### src/rtl/fm7_sub_halt_ctrl.sv
// Main-to-sub CPU halt/cancel control for the FM-7: halt request FSM with a
// synchronised halt acknowledge, shared-RAM grant, cancel IRQ and busy flag.
module fm7_sub_halt_ctrl #(
    parameter int unsigned TIMEOUT_CYC = 255
) (
    input  logic       SCPUCLK,
    input  logic       RESET,
    input  logic       MWR_FD05,
    input  logic [7:0] MDIN,
    output logic [7:0] MDOUT,
    input  logic       SHALTSTn,
    input  logic       SBUSY_SET,
    input  logic       SBUSY_CLR,
    input  logic       SATTN_ACK,
    output logic       SHALTn,
    output logic       SUBIRQn,
    output logic       MSHGNT
);

    typedef enum logic [1:0] {
        ST_RUN    = 2'd0,
        ST_HREQ   = 2'd1,
        ST_HALTED = 2'd2,
        ST_HREL   = 2'd3
    } state_t;

    localparam logic [7:0] TIMEOUT_8 = 8'(TIMEOUT_CYC);

    state_t     state_q, state_d;
    logic       s1_q, s2_q;
    logic [7:0] cnt_q, cnt_d;
    logic       timeout_q, timeout_d;
    logic       cancel_q, cancel_d;
    logic       busy_q, busy_d;
    logic       shaltn_q, shaltn_d;
    logic       subirqn_q, subirqn_d;
    logic       gnt_q, gnt_d;
    logic       wr_halt, wr_rel, to_hit;
    logic       unused_mdin;

    assign wr_halt     = MWR_FD05 & MDIN[7];
    assign wr_rel      = MWR_FD05 & ~MDIN[7];
    assign unused_mdin = ^MDIN[5:0];

    always_comb begin
        state_d = state_q;
        case (state_q)
            ST_RUN:    if (wr_halt) state_d = ST_HREQ;
            // A release write beats an acknowledge arriving on the same edge.
            ST_HREQ:   if (wr_rel) state_d = ST_HREL;
                       else if (!s2_q) state_d = ST_HALTED;
            ST_HALTED: if (wr_rel) state_d = ST_HREL;
            ST_HREL:   if (wr_halt) state_d = ST_HREQ;
                       else if (s2_q) state_d = ST_RUN;
            default:   state_d = ST_RUN;
        endcase

        cnt_d = cnt_q;
        if (state_d == ST_HREQ && state_q != ST_HREQ)
            cnt_d = 8'd0;
        else if (state_q == ST_HREQ && cnt_q != 8'hFF)
            cnt_d = cnt_q + 8'd1;

        to_hit = (state_q == ST_HREQ) && (cnt_q != 8'hFF) && ((cnt_q + 8'd1) == TIMEOUT_8);
        timeout_d = timeout_q;
        if (MWR_FD05 || state_d == ST_HALTED)
            timeout_d = 1'b0;
        else if (to_hit)
            timeout_d = 1'b1;

        cancel_d = cancel_q;
        if (MWR_FD05 && MDIN[6])
            cancel_d = 1'b1;
        else if (SATTN_ACK)
            cancel_d = 1'b0;

        busy_d = busy_q;
        if (SBUSY_SET)
            busy_d = 1'b1;
        else if (SBUSY_CLR)
            busy_d = 1'b0;

        // Outputs are registered from the next state so they track it edge-for-edge.
        shaltn_d  = (state_d == ST_RUN) || (state_d == ST_HREL);
        gnt_d     = (state_d == ST_HALTED);
        subirqn_d = ~cancel_d;
    end

    always_ff @(posedge SCPUCLK) begin
        if (RESET) begin
            state_q   <= ST_RUN;
            s1_q      <= 1'b1;
            s2_q      <= 1'b1;
            cnt_q     <= 8'd0;
            timeout_q <= 1'b0;
            cancel_q  <= 1'b0;
            busy_q    <= 1'b1;
            shaltn_q  <= 1'b1;
            subirqn_q <= 1'b1;
            gnt_q     <= 1'b0;
        end else begin
            state_q   <= state_d;
            s1_q      <= SHALTSTn;
            s2_q      <= s1_q;
            cnt_q     <= cnt_d;
            timeout_q <= timeout_d;
            cancel_q  <= cancel_d;
            busy_q    <= busy_d;
            shaltn_q  <= shaltn_d;
            subirqn_q <= subirqn_d;
            gnt_q     <= gnt_d;
        end
    end

    assign SHALTn  = shaltn_q;
    assign SUBIRQn = subirqn_q;
    assign MSHGNT  = gnt_q;
    assign MDOUT   = {busy_q, cancel_q, timeout_q, 4'b1111, (state_q == ST_HALTED)};

endmodule

### config.mk
export PLATFORM = sky130hd
export DESIGN_NAME = fm7_sub_halt_ctrl
export DESIGN_NICKNAME = d
export VERILOG_FILES = /design/src/rtl/fm7_sub_halt_ctrl.sv
export SDC_FILE = /design/constraint.sdc
export NUM_CORES = 1
export LEC_CHECK = 0
export CAP_MARGIN = 20
export CORE_AREA = 4 4 53 55
export DETAILED_ROUTE_END_ITERATION = 12
export DIE_AREA = 0 0 57 59
export PLACE_DENSITY = 0.71
export RECOVER_POWER = 50
export REMOVE_ABC_BUFFERS = 1
export SYNTH_ARGS = -nofsm -noshare
export SYNTH_HDL_FRONTEND = slang
export SYNTH_SLANG_ARGS = --single-unit
### constraint.sdc
create_clock -name SCPUCLK -period 2.42 [get_ports SCPUCLK]
set_input_delay 0.484 -clock SCPUCLK [delete_from_list [all_inputs] [get_ports SCPUCLK]]
set_output_delay 0.484 -clock SCPUCLK [all_outputs]
set_load 0.03 [all_outputs]
# After elaboration in Yosys (flattened, before gate mapping)

Index checks and enable logic that the tools add are counted.

Bitwise operators: 4
Equality and inequality tests: 9
$add $sub $neg: 1
Reduce and logical (&&, ||, !) cells: 11
Muxes and demuxes: 9

Operator list:

| cell                | number |
|---|---|
| $mux 2              | 6 |
| $add 8x1->8 const B | 1 |
| $eq 2x2->1 const B  | 4 |
| $eq 8x8->1 const B  | 1 |
| $ne 8x8->1 const B  | 1 |
| $pmux 2 s4          | 1 |
| $reduce_or 2->1     | 3 |
| $eq 2x1->1 const B  | 2 |
| $logic_and 1x1->1   | 4 |
| $logic_not 2->1     | 2 |
| $and 1x1->1         | 2 |
| $logic_or 1x1->1    | 2 |
| $mux 1              | 2 |
| $ne 2x1->1 const B  | 1 |
| $not 1->1           | 2 |

Word-level logic and storage cells: 44
Bits in registers: 18
Output and inout bits: 11

# Longest topological paths before layout

Gate-level depths: netlist (run 1).

Depth after elaboration: 7
Depth in mapped cells: 9
Gate-level depth less buffers: 8

# Least setup slack after synthesis (run 1)

No wires, ideal clock.

Path type: input-to-reg
From: input MDIN[7]
To: register cnt_q[6]
Data required time: 2.342 ns
Arrival: 1.601 ns
Setup time: 0.078 ns
Setup slack: 0.742 ns
Path buffers: 0
Stages on the path: 7
Path through: xnor2_1 > xnor2_1 > a22oi_1 > inv_1 > ha_1 > a21o_1 > nor3_1

Longest elaborated chain between the ends: 7

RTL lines:

| item                                 | RTL line | text |
|---|---|---|
| from (decl)                          | 9        | `input logic [7:0] MDIN,` |
| $not 1->1                            | 42       | `assign wr_rel = MWR_FD05 & ~MDIN[7];` |
| $and 1x1->1                          | 42       |  |
| $mux 2, on equally long branches     | 52, 50   |  |
| $pmux 2 s4 (*)                       | 47       | `case (state_q)` |
| net state_d[0]                       | 29       | `state_t state_q, state_d;` |
| $eq 2x1->1 (*)                       | 59       | `if (state_d == ST_HREQ && state_q != ST_HREQ)` |
| $logic_and 1x1->1 (*)                | 59       |  |
| $reduce_or 2->1 (no source line) (*) | -        |  |
| to (signal assigned)                 | 105      | `cnt_q <= cnt_d;` |
| to (decl)                            | 31       | `logic [7:0] cnt_q, cnt_d;` |

The timed path passes the listed nets; every way through them passes the cells marked *.
A chain may end at the register's enable or synchronous reset.

# Worst setup path after layout (run 1)

From: register state_q[1]
To: output MDOUT[0]

Longest elaborated chain between the ends: 1

RTL lines:

| item                   | RTL line | text |
|---|---|---|
| from (decl)            | 29       |  |
| from (signal assigned) | 102      | `state_q <= state_d;` |
| $eq 2x2->1             | 118      | `assign MDOUT = {busy_q, cancel_q, timeout_q, 4'b1111, (state_q == ST_HALTED)};` |
| to (decl)              | 10       | `output logic [7:0] MDOUT,` |

Every way passes these cells.

==> out/results.ini, run 1 <==
[timing]
tns_ps = 0
worst_clock_skew_ps = 2.56
max_freq_mhz = 463
finalCriticalPeriod_ps = 2160
rsz0062_at_grt = false
setup_ws_ps = 261
hold_viol_final = 0
setup_viol = 0
timing.final.crit_share = 0.892
slew_violations = 0

[synthesis]
synthCells = 112
synth-adder-area-share = 0.0499
syn_area_um2 = 1000
syn_area_per_cell_um2 = 8.96
synth_top_area_cell = dfxtp_1
synth-edff-count = 0
synthXorXnorAreaFrac = 0.0698
async_reset_ff_frac = 0
synthTopCellsByArea = dfxtp_1, buf_4, ha_1, nor2_1, clkbuf_8
synth-seq-cells = 18
synth_mux_area_frac = 0
yosysSeqAreaShare = 0.359
yosys_warnings = 0
synth-simple-area-share = 0.224
synth.top_cell.area_share = 0.359
ys.flop_type = dfxtp_1
synth_top_family_by_area = simple AND/OR/NAND/NOR gates
synth-compound-area-share = 0.162
yosysUniqueCellTypes = 40

[routing]
wire_per_inst_um = 11.1
routed_wirelength_um = 1680
post-route-drc-count = 0
viasPerCell = 4.94
drt_iter0_drc = 16
num_vias = 751
ant_nets = 0
firstDrtPassIters = 4

[floorplanning]
fp.dieArea_um2 = 3360
fp.dieH_um = 59
ios = 26
row_count = 18
start_util = 0.420
die_w_um = 57
core_um2 = 2390

[cells_and_area]
nFillCells = 243
final_nets = 142
syn2layout_area_growth_pct = 13.0
mostFrequentLayoutCells = dfxtp_1, nor2_1, clkdlybuf4s50_1
antennaDiodeCount = 0
drive_above_1_share = 0.0902
final_cells = 152
design_area_um2 = 1130
layout_commonest_cell = dfxtp_1

[setup_path]
path_class = register to output pin
crit_fanout = 11
cp_data_required_time_ps = 1940
endpoint_kind = output pin
arrival_ps = 1680
start_kind = register

[clock_tree]
cts_buffers = 3
clockRootBuffer = clkbuf_4
cts_max_level = 1
clockBufferDepth = 2
cts_setup_buffers = 0
clk_pin_slew_ps = 100
postCtsHoldBufs = 0
clk-insertion-delay-late_ps = 290
cts_tree = yes
cts_resized = 0
clock_sinks = 18

[grt]
antenna_found_initial = 0
grt_pass1_vias = 711
grt_pass1_wl_um = 2930
grtUsageTotal = 0.109
grt_max_degree = 12
grt_overflow = 0

[placed_design]
place_hpwl_um = 1310
gp_congestion = 0.787
port_buffers = 15
place_inst = 148
place_ws_ps = 60.4
dpl_cell_area_um2 = 1100

[pwr]
p_per_area_nw_per_um2 = 654
p_total_w = 0.000742
ir_drop_mv = 0.408
p_leak_nw = 0.443

[worst_hold_path]
hp-class = register to register

[status]
status = complete, no violations

[run]
max_cap_viol_count = 0

==> per-stage QoR <==
step | util | hold WS, ps
6_report | 0.475 | 421
3_5_place_dp | 0.460 | 401
2_1_floorplan | - | 389
3_3_place_gp | 0.460 | 395
4_1_cts | 0.475 | 427
5_1_grt | 0.475 | 447
==> final timing paths <==
check | startpoint | end | slack, ps | depth (start not counted)
worst max register to register | state_q[1] | cnt_q[1] | 530 | 7
worst max-delay path | state_q[1] | MDOUT[0] | 260 | 2
worst min-delay path | s1_q | s2_q | 420 | 1
worst min register to register | s1_q | s2_q | 420 | 1
==> cell type report <==
cell class | instances | area (um^2) | area share
inverters | 7 | 26.3 | 0.0232
flip-flops and latches | 18 | 360 | 0.318
multi-input cells | 78 | 523 | 0.461
well taps | 30 | 37.5 | 0.0331
repair buffers | 15 | 150 | 0.132
clock buffers | 4 | 36.3 | 0.0320
==> per-layer routing <==
layer  wire length (um)  up-vias  track usage
met3                105        2       0.0458
met2                767       18        0.194
li1                   -      394            -
met1                797      337        0.121
met5                  0        -            0
met4                 14        0       0.0298
==> synth_stat cells (2+ instances only) <==
| cell type | instances |
|---|---|
| xnor2_1 | 4 |
| o21ai_0 | 3 |
| nand2b_1 | 2 |
| nor3_1 | 2 |
| a21oi_1 | 4 |
| nor2b_1 | 2 |
| and4b_1 | 2 |
| dfxtp_1 | 18 |
| a211oi_1 | 2 |
| and3b_1 | 2 |
| buf_4 | 8 |
| nor2_1 | 13 |
| nand3_1 | 2 |
| ha_1 | 4 |
| or2_2 | 3 |
| nand2_1 | 5 |
| clkbuf_8 | 3 |
| a22oi_1 | 2 |
| xor2_1 | 4 |
| inv_1 | 7 |
==> where the power goes <==
| part | leakage (nW) | total [W] | internal (W) | switching (W) |
|---|---|---|---|---|
| clock | 0.0210 | 0.000180 | 0.0000916 | 0.0000887 |
| sequential | 0.147 | 0.000360 | 0.000324 | 0.0000358 |
| combinational | 0.275 | 0.000201 | 0.0000904 | 0.000111 |
| total | 0.443 | 0.000742 | 0.000506 | 0.000235 |
==> registers in the layout, indices dropped and copies added (netlist names) <==
register   count
SUBIRQn        1
busy_q         1
SHALTn         1
timeout_q      1
cnt_q          8
cancel_q       1
s1_q           1
state_q        2
MSHGNT         1
s2_q           1
==> critical path, cell delays in order, from the launching register on <==
cell	delay [ps]
dfxtp_1	530
nor2b_1	180
clkdlybuf4s50_1	680
==> cells by family (layout without fill, tap and decap cells) <==
logic type                 after synthesis  count (layout)
xor gates and xnor gates                 8               8
buffers and inverters                   19              26
DFF                                     18              18
and+or+nand+nor                         40              40
adders and majority gates                4               4
other                                    1               4
AOI/OAI and AO/OA                       22              22
No activity file was read; power rests on OpenSTA's default activity.
==> run 2, diff against run 1 <==
--- a/config.mk
+++ b/config.mk
@@ -9,9 +9,10 @@
 export CORE_AREA = 4 4 53 55
 export DETAILED_ROUTE_END_ITERATION = 12
 export DIE_AREA = 0 0 57 59
-export PLACE_DENSITY = 0.71
+export PLACE_DENSITY = 0.69
 export RECOVER_POWER = 50
 export REMOVE_ABC_BUFFERS = 1
+export SKIP_LAST_GASP = 1
 export SYNTH_ARGS = -nofsm -noshare
 export SYNTH_HDL_FRONTEND = slang
 export SYNTH_SLANG_ARGS = --single-unit
==> out/results.ini, run 2 (synthesized netlist as in run 1, its figures left out) <==
[grt]
grt_pass1_wl_um = 3380  ; was 2930 um
grt_pass1_vias = 784  ; was 711
grtUsageTotal = 0.127  ; was 0.109
antenna_found_initial = 0  ; unchanged
grt_max_degree = 12  ; unchanged
grt_overflow = 0  ; unchanged

[worst_hold_path]
min-delay-start = s1_q  ; unchanged
hold_path_depth = 1  ; unchanged
holdPathEnd = s2_q  ; unchanged
hp-class = register to register  ; unchanged

[setup_path]
path_class = register to output pin  ; unchanged
r2r-end = cnt_q[7]  ; was cnt_q[1]
arrival_ps = 1680  ; about the same
reg2reg_slack_ps = 530  ; about the same
crit_fanout = 11  ; unchanged
endpoint_kind = output pin  ; unchanged
reg2reg_depth = 7  ; unchanged
cp_data_required_time_ps = 1940  ; about the same
start_kind = register  ; unchanged
timing.rr.start = state_q[1]  ; unchanged

[cells_and_area]
antennaDiodeCount = 0  ; unchanged
layout_commonest_cell = dfxtp_1  ; unchanged
drive_above_1_share = 0.0902  ; unchanged
syn2layout_area_growth_pct = 13.0  ; unchanged
top_regs = cnt_q x8, state_q x2  ; unchanged
largest_register_ffs = 8  ; unchanged
design_area_um2 = 1130  ; unchanged
regMostFlops = cnt_q  ; unchanged
final_nets = 142  ; unchanged
mostFrequentLayoutCells = dfxtp_1, nor2_1, clkdlybuf4s50_1  ; unchanged
final_cells = 152  ; unchanged

[clock_tree]
postCtsHoldBufs = 0  ; unchanged
clockRootBuffer = clkbuf_4  ; unchanged
cts_setup_buffers = 0  ; unchanged
cts_tree = yes  ; unchanged
cts_max_level = 1  ; unchanged
clockBufferDepth = 2  ; unchanged
clk_pin_slew_ps = 110  ; was 100 ps
clock_sinks = 18  ; unchanged
cts_resized = 0  ; unchanged
clk-insertion-delay-late_ps = 300  ; was 290 ps
cts_buffers = 3  ; unchanged

[pwr]
p_total_w = 0.000757  ; was 0.000742 W
ir_drop_mv = 0.373  ; was 0.408 mV
internal_power_w = 0.000508  ; was 0.000506 W
p_seq_frac = 0.474  ; was 0.486
switching_share = 0.329  ; was 0.317
p_per_area_nw_per_um2 = 668  ; was 654 nW/um^2
p_comb_frac = 0.271  ; about the same
p_clk_frac = 0.255  ; was 0.243
p_switching_w = 0.000249  ; was 0.000235 W
p_leak_nw = 0.444  ; was 0.443 nW

[floorplanning]
row_count = 18  ; unchanged
fp.dieH_um = 59  ; unchanged
core_um2 = 2390  ; unchanged
die_w_um = 57  ; unchanged
ios = 26  ; unchanged
fp.dieArea_um2 = 3360  ; unchanged
start_util = 0.420  ; unchanged

[routing]
num_vias = 771  ; was 751
viasPerCell = 5.07  ; was 4.94
firstDrtPassIters = 2  ; was 4
drt_iter0_drc = 22  ; was 16
routed_wirelength_um = 1820  ; was 1680 um
wire_per_inst_um = 12.0  ; was 11.1 um
post-route-drc-count = 0  ; unchanged
ant_nets = 0  ; unchanged

[timing]
max_freq_mhz = 462  ; was 463 MHz
worst_clock_skew_ps = 2.63  ; was 2.56 ps
hold_viol_final = 0  ; unchanged
rsz0062_at_grt = false  ; unchanged
slew_violations = 0  ; unchanged
setup_viol = 0  ; unchanged
timing.final.crit_share = 0.895  ; was 0.892
finalCriticalPeriod_ps = 2170  ; was 2160 ps
tns_ps = 0  ; unchanged

[run]
max_cap_viol_count = 0  ; unchanged

[placed_design]
place_hpwl_um = 1340  ; was 1310 um
gp_congestion = 0.790  ; was 0.787
place_inst = 148  ; unchanged
dpl_cell_area_um2 = 1100  ; unchanged
port_buffers = 15  ; unchanged

[status]
status = complete, no violations  ; unchanged

## run 2: stage by stage
stage	util	hold WS (ps)	worst slack, ps
floorplan	-	389	731
global placement	0.460	396	135
detailed placement	0.460	399	50.4
CTS	0.475	426	228
global route	0.475	468	66.8
finish	0.475	421	253
## run 2: worst max-delay path by stage
stage,cells after the start,slack (ps),endpoint,startpoint
after floorplan,7,730,cnt_q[6],MDIN[7]
after global placement,8,140,cnt_q[7],MDIN[7]
after detailed placement,8,50,cnt_q[6],MDIN[7]
after CTS,2,230,MDOUT[0],state_q[1]
after global routing,8,70,cnt_q[7],MDIN[7]
final,2,250,MDOUT[0],state_q[1]
## run 2: power by group through the flow
stage	combinational [W]	sequential, W	clock [W]
after floorplan	0.000118	0.000384	0
after global placement	0.000207	0.000364	0
after detailed placement	0.000211	0.000367	0
after CTS	0.000213	0.000359	0.000198
after global routing	0.000232	0.000365	0.000211
final	0.000205	0.000359	0.000193
## run 2: area by class of cell
cell class / count / area [um^2]
clock buffers: 4 / 36.3
fillers: 252 / 1250
inverters: 7 / 26.3
multi-input cells: 78 / 523
flip-flops and latches: 18 / 360
well taps: 30 / 37.5
repair buffers: 15 / 150
## run 2: layer usage
| layer | GRT usage | vias up | share of wire |
|---|---|---|---|
| met5 | 0 | - | 0 |
| met4 | 0.0166 | 0 | 0.0060 |
| met3 | 0.0588 | 3 | 0.068 |
| met2 | 0.223 | 17 | 0.47 |
| met1 | 0.145 | 354 | 0.46 |
| li1 | - | 397 | - |
## run 2: critical path, stage by stage, from the launching register on
cell	delay, ps
dfxtp_1	530
nor2b_1	180
clkdlybuf4s50_1	680
==> run 3, diff against run 2 <==
--- a/config.mk
+++ b/config.mk
@@ -6,10 +6,10 @@
 export NUM_CORES = 1
 export LEC_CHECK = 0
 export CAP_MARGIN = 20
-export CORE_AREA = 4 4 53 55
+export CORE_AREA = 4 4 54 56
 export DETAILED_ROUTE_END_ITERATION = 12
-export DIE_AREA = 0 0 57 59
-export PLACE_DENSITY = 0.69
+export DIE_AREA = 0 0 58 60
+export PLACE_DENSITY = 0.7
 export RECOVER_POWER = 50
 export REMOVE_ABC_BUFFERS = 1
 export SKIP_LAST_GASP = 1
==> constraint.sdc (replaced) <==
create_clock -name SCPUCLK -period 1.8 [get_ports SCPUCLK]
set_input_delay 0.36 -clock SCPUCLK [delete_from_list [all_inputs] [get_ports SCPUCLK]]
set_output_delay 0.36 -clock SCPUCLK [all_outputs]
set_load 0.03 [all_outputs]
==> out/results.ini, run 3 (synthesized netlist as in run 1, its figures left out) <==
[status]
status = complete, no violations  ; unchanged

[clock_tree]
cts_tree = yes  ; unchanged
cts_buffers = 3  ; unchanged
clk-insertion-delay-late_ps = 290  ; was 300 ps
clockBufferDepth = 2  ; unchanged
clockRootBuffer = clkbuf_4  ; unchanged
clock_sinks = 18  ; unchanged
clk_pin_slew_ps = 90  ; was 110 ps
cts_max_level = 1  ; unchanged

[grt]
grt_max_degree = 12  ; unchanged
grtUsageTotal = 0.117  ; was 0.127
grt_overflow = 0  ; unchanged
grt_pass1_vias = 764  ; was 784
grt_pass1_wl_um = 3120  ; was 3380 um
antenna_found_initial = 0  ; unchanged

[floorplanning]
row_count = 18  ; unchanged
fp.dieArea_um2 = 3480  ; was 3360 um^2
core_um2 = 2430  ; was 2390 um^2
start_util = 0.413  ; was 0.420
fp.dieH_um = 60  ; was 59 um
ios = 26  ; unchanged
die_w_um = 58  ; was 57 um

[cells_and_area]
mostFrequentLayoutCells = dfxtp_1, nor2_1, clkdlybuf4s50_1  ; unchanged
top_regs = cnt_q x8, state_q x2  ; unchanged
layout_commonest_cell = dfxtp_1  ; unchanged
final_cells = 155  ; was 152
regMostFlops = cnt_q  ; unchanged
largest_register_ffs = 8  ; unchanged
design_area_um2 = 1170  ; was 1130 um^2
syn2layout_area_growth_pct = 16.8  ; was 13.0%
antennaDiodeCount = 0  ; unchanged
final_nets = 146  ; was 142
drive_above_1_share = 0.152  ; was 0.0902

[placed_design]
place_inst = 152  ; was 148
dpl_cell_area_um2 = 1130  ; was 1100 um^2
place_hpwl_um = 1410  ; was 1340 um
gp_congestion = 0.781  ; was 0.790
port_buffers = 15  ; unchanged

[pwr]
internal_power_w = 0.000668  ; was 0.000508 W
p_leak_nw = 0.466  ; was 0.444 nW
ir_drop_mv = 0.697  ; was 0.373 mV
switching_share = 0.335  ; was 0.329
p_switching_w = 0.000337  ; was 0.000249 W
p_comb_frac = 0.324  ; was 0.271
p_per_area_nw_per_um2 = 857  ; was 668 nW/um^2
p_seq_frac = 0.482  ; was 0.474
p_clk_frac = 0.195  ; was 0.255

[timing]
slew_violations = 0  ; unchanged
worst_clock_skew_ps = 5.93  ; was 2.63 ps
setup_viol = 0  ; unchanged
max_freq_mhz = 587
finalCriticalPeriod_ps = 1700
rsz0062_at_grt = false  ; unchanged
timing.final.crit_share = 0.946
hold_viol_final = 0  ; unchanged

[setup_path]
critPathBufInv = 2  ; was 1
timing.rr.start = state_q[1]  ; unchanged
r2r-end = SHALTn  ; was cnt_q[7]
cp_data_required_time_ps = 1980  ; was 1940 ps
crit_family = buffers and inverters  ; unchanged
arrival_ps = 1880  ; was 1680 ps
critPathSlowestCell = clkdlybuf4s50_1  ; unchanged
start_kind = input port  ; was register
endpoint_kind = register  ; was output pin
reg2reg_slack_ps = 140  ; was 530 ps
crit_fanout = 4  ; was 11
path_class = input port to register  ; was register to output pin
slowest_delay_ps = 540  ; was 680 ps
reg2reg_depth = 7  ; unchanged
crit_chain = clkdlybuf4s50_1, nand3_1, a21oi_1, inv_1, ha_1, or2_2  ; was nor2b_1, clkdlybuf4s50_1

[worst_hold_path]
holdPathEnd = s2_q  ; unchanged
hp-class = register to register  ; unchanged
hold_path_depth = 1  ; unchanged
min-delay-start = s1_q  ; unchanged

[routing]
post-route-drc-count = 0  ; unchanged
firstDrtPassIters = 4  ; was 2
routed_wirelength_um = 1950  ; was 1820 um
ant_nets = 0  ; unchanged
drt_iter0_drc = 11  ; was 22
wire_per_inst_um = 12.6  ; was 12.0 um
num_vias = 792  ; was 771
viasPerCell = 5.11  ; was 5.07

[run]
max_cap_viol_count = 0  ; unchanged

[run 3: what timing repair did]
action / 4_1_cts / 5_1_grt
pin swaps: 1 / 2
buffers inserted: 0 / 0
hold buffers: 0 / 0
setup endpoints to repair: 5 / 10
hold endpoints to repair: 0 / 0
gates resized for setup: 5 / 5
[run 3: final cells by class]
cell class              count  area [um^2]
fillers                   252         1260
inverters                   7         26.3
well taps                  30         37.5
clock buffers               3         22.5
flip-flops and latches     18          363
repair buffers             19          178
multi-input cells          78          546
[run 3: power by group through the flow]
stage	clock (W)	sequential [W]	combinational [W]
after floorplan	0	0.000516	0.000158
after global placement	0	0.000487	0.000303
after detailed placement	0	0.000489	0.000308
after CTS	0.000207	0.000481	0.000327
after global routing	0.000227	0.000493	0.000352
final	0.000196	0.000484	0.000325
[run 3: worst max-delay path by stage]
stage / endpoint / cells after the start / startpoint
floorplan: cnt_q[6] / 7 / state_q[1]
global placement: timeout_q / 9 / MDIN[7]
detailed placement: timeout_q / 9 / MDIN[7]
CTS: cnt_q[7] / 8 / MDIN[7]
global route: cnt_q[7] / 7 / state_q[1]
finish: SHALTn / 6 / MWR_FD05
[run 3: through the flow]
step	util	power [W]	setup WS [ps]	setup TNS [ps]	hold WS, ps
detailed placement	0.463	0.000797	-364	-2960	397
floorplan	-	0.000674	156	0	389
CTS	0.479	0.00102	6.69	0	425
global route	0.482	0.00107	22.0	0	460
global placement	0.463	0.000790	-336	-2570	394
finish	0.482	0.00101	97.0	0	422
[run 3: layer usage]
| metal | track usage | vias to the layer above | wire [um] |
|---|---|---|---|
| met5 | 0 | - | 0 |
| met4 | 0.0298 | 0 | 0 |
| met3 | 0.0583 | 0 | 124 |
| met2 | 0.215 | 20 | 938 |
| met1 | 0.119 | 368 | 884 |
| li1 | - | 404 | - |
[run 3: worst reg2reg max path, stage by stage (launching register included)]
cell and delay (ps):
dfxtp_2 370, buf_4 160, nor2_1 110, a21oi_1 50
a21oi_1 250, inv_1 80, ha_1 260, or2_2 260
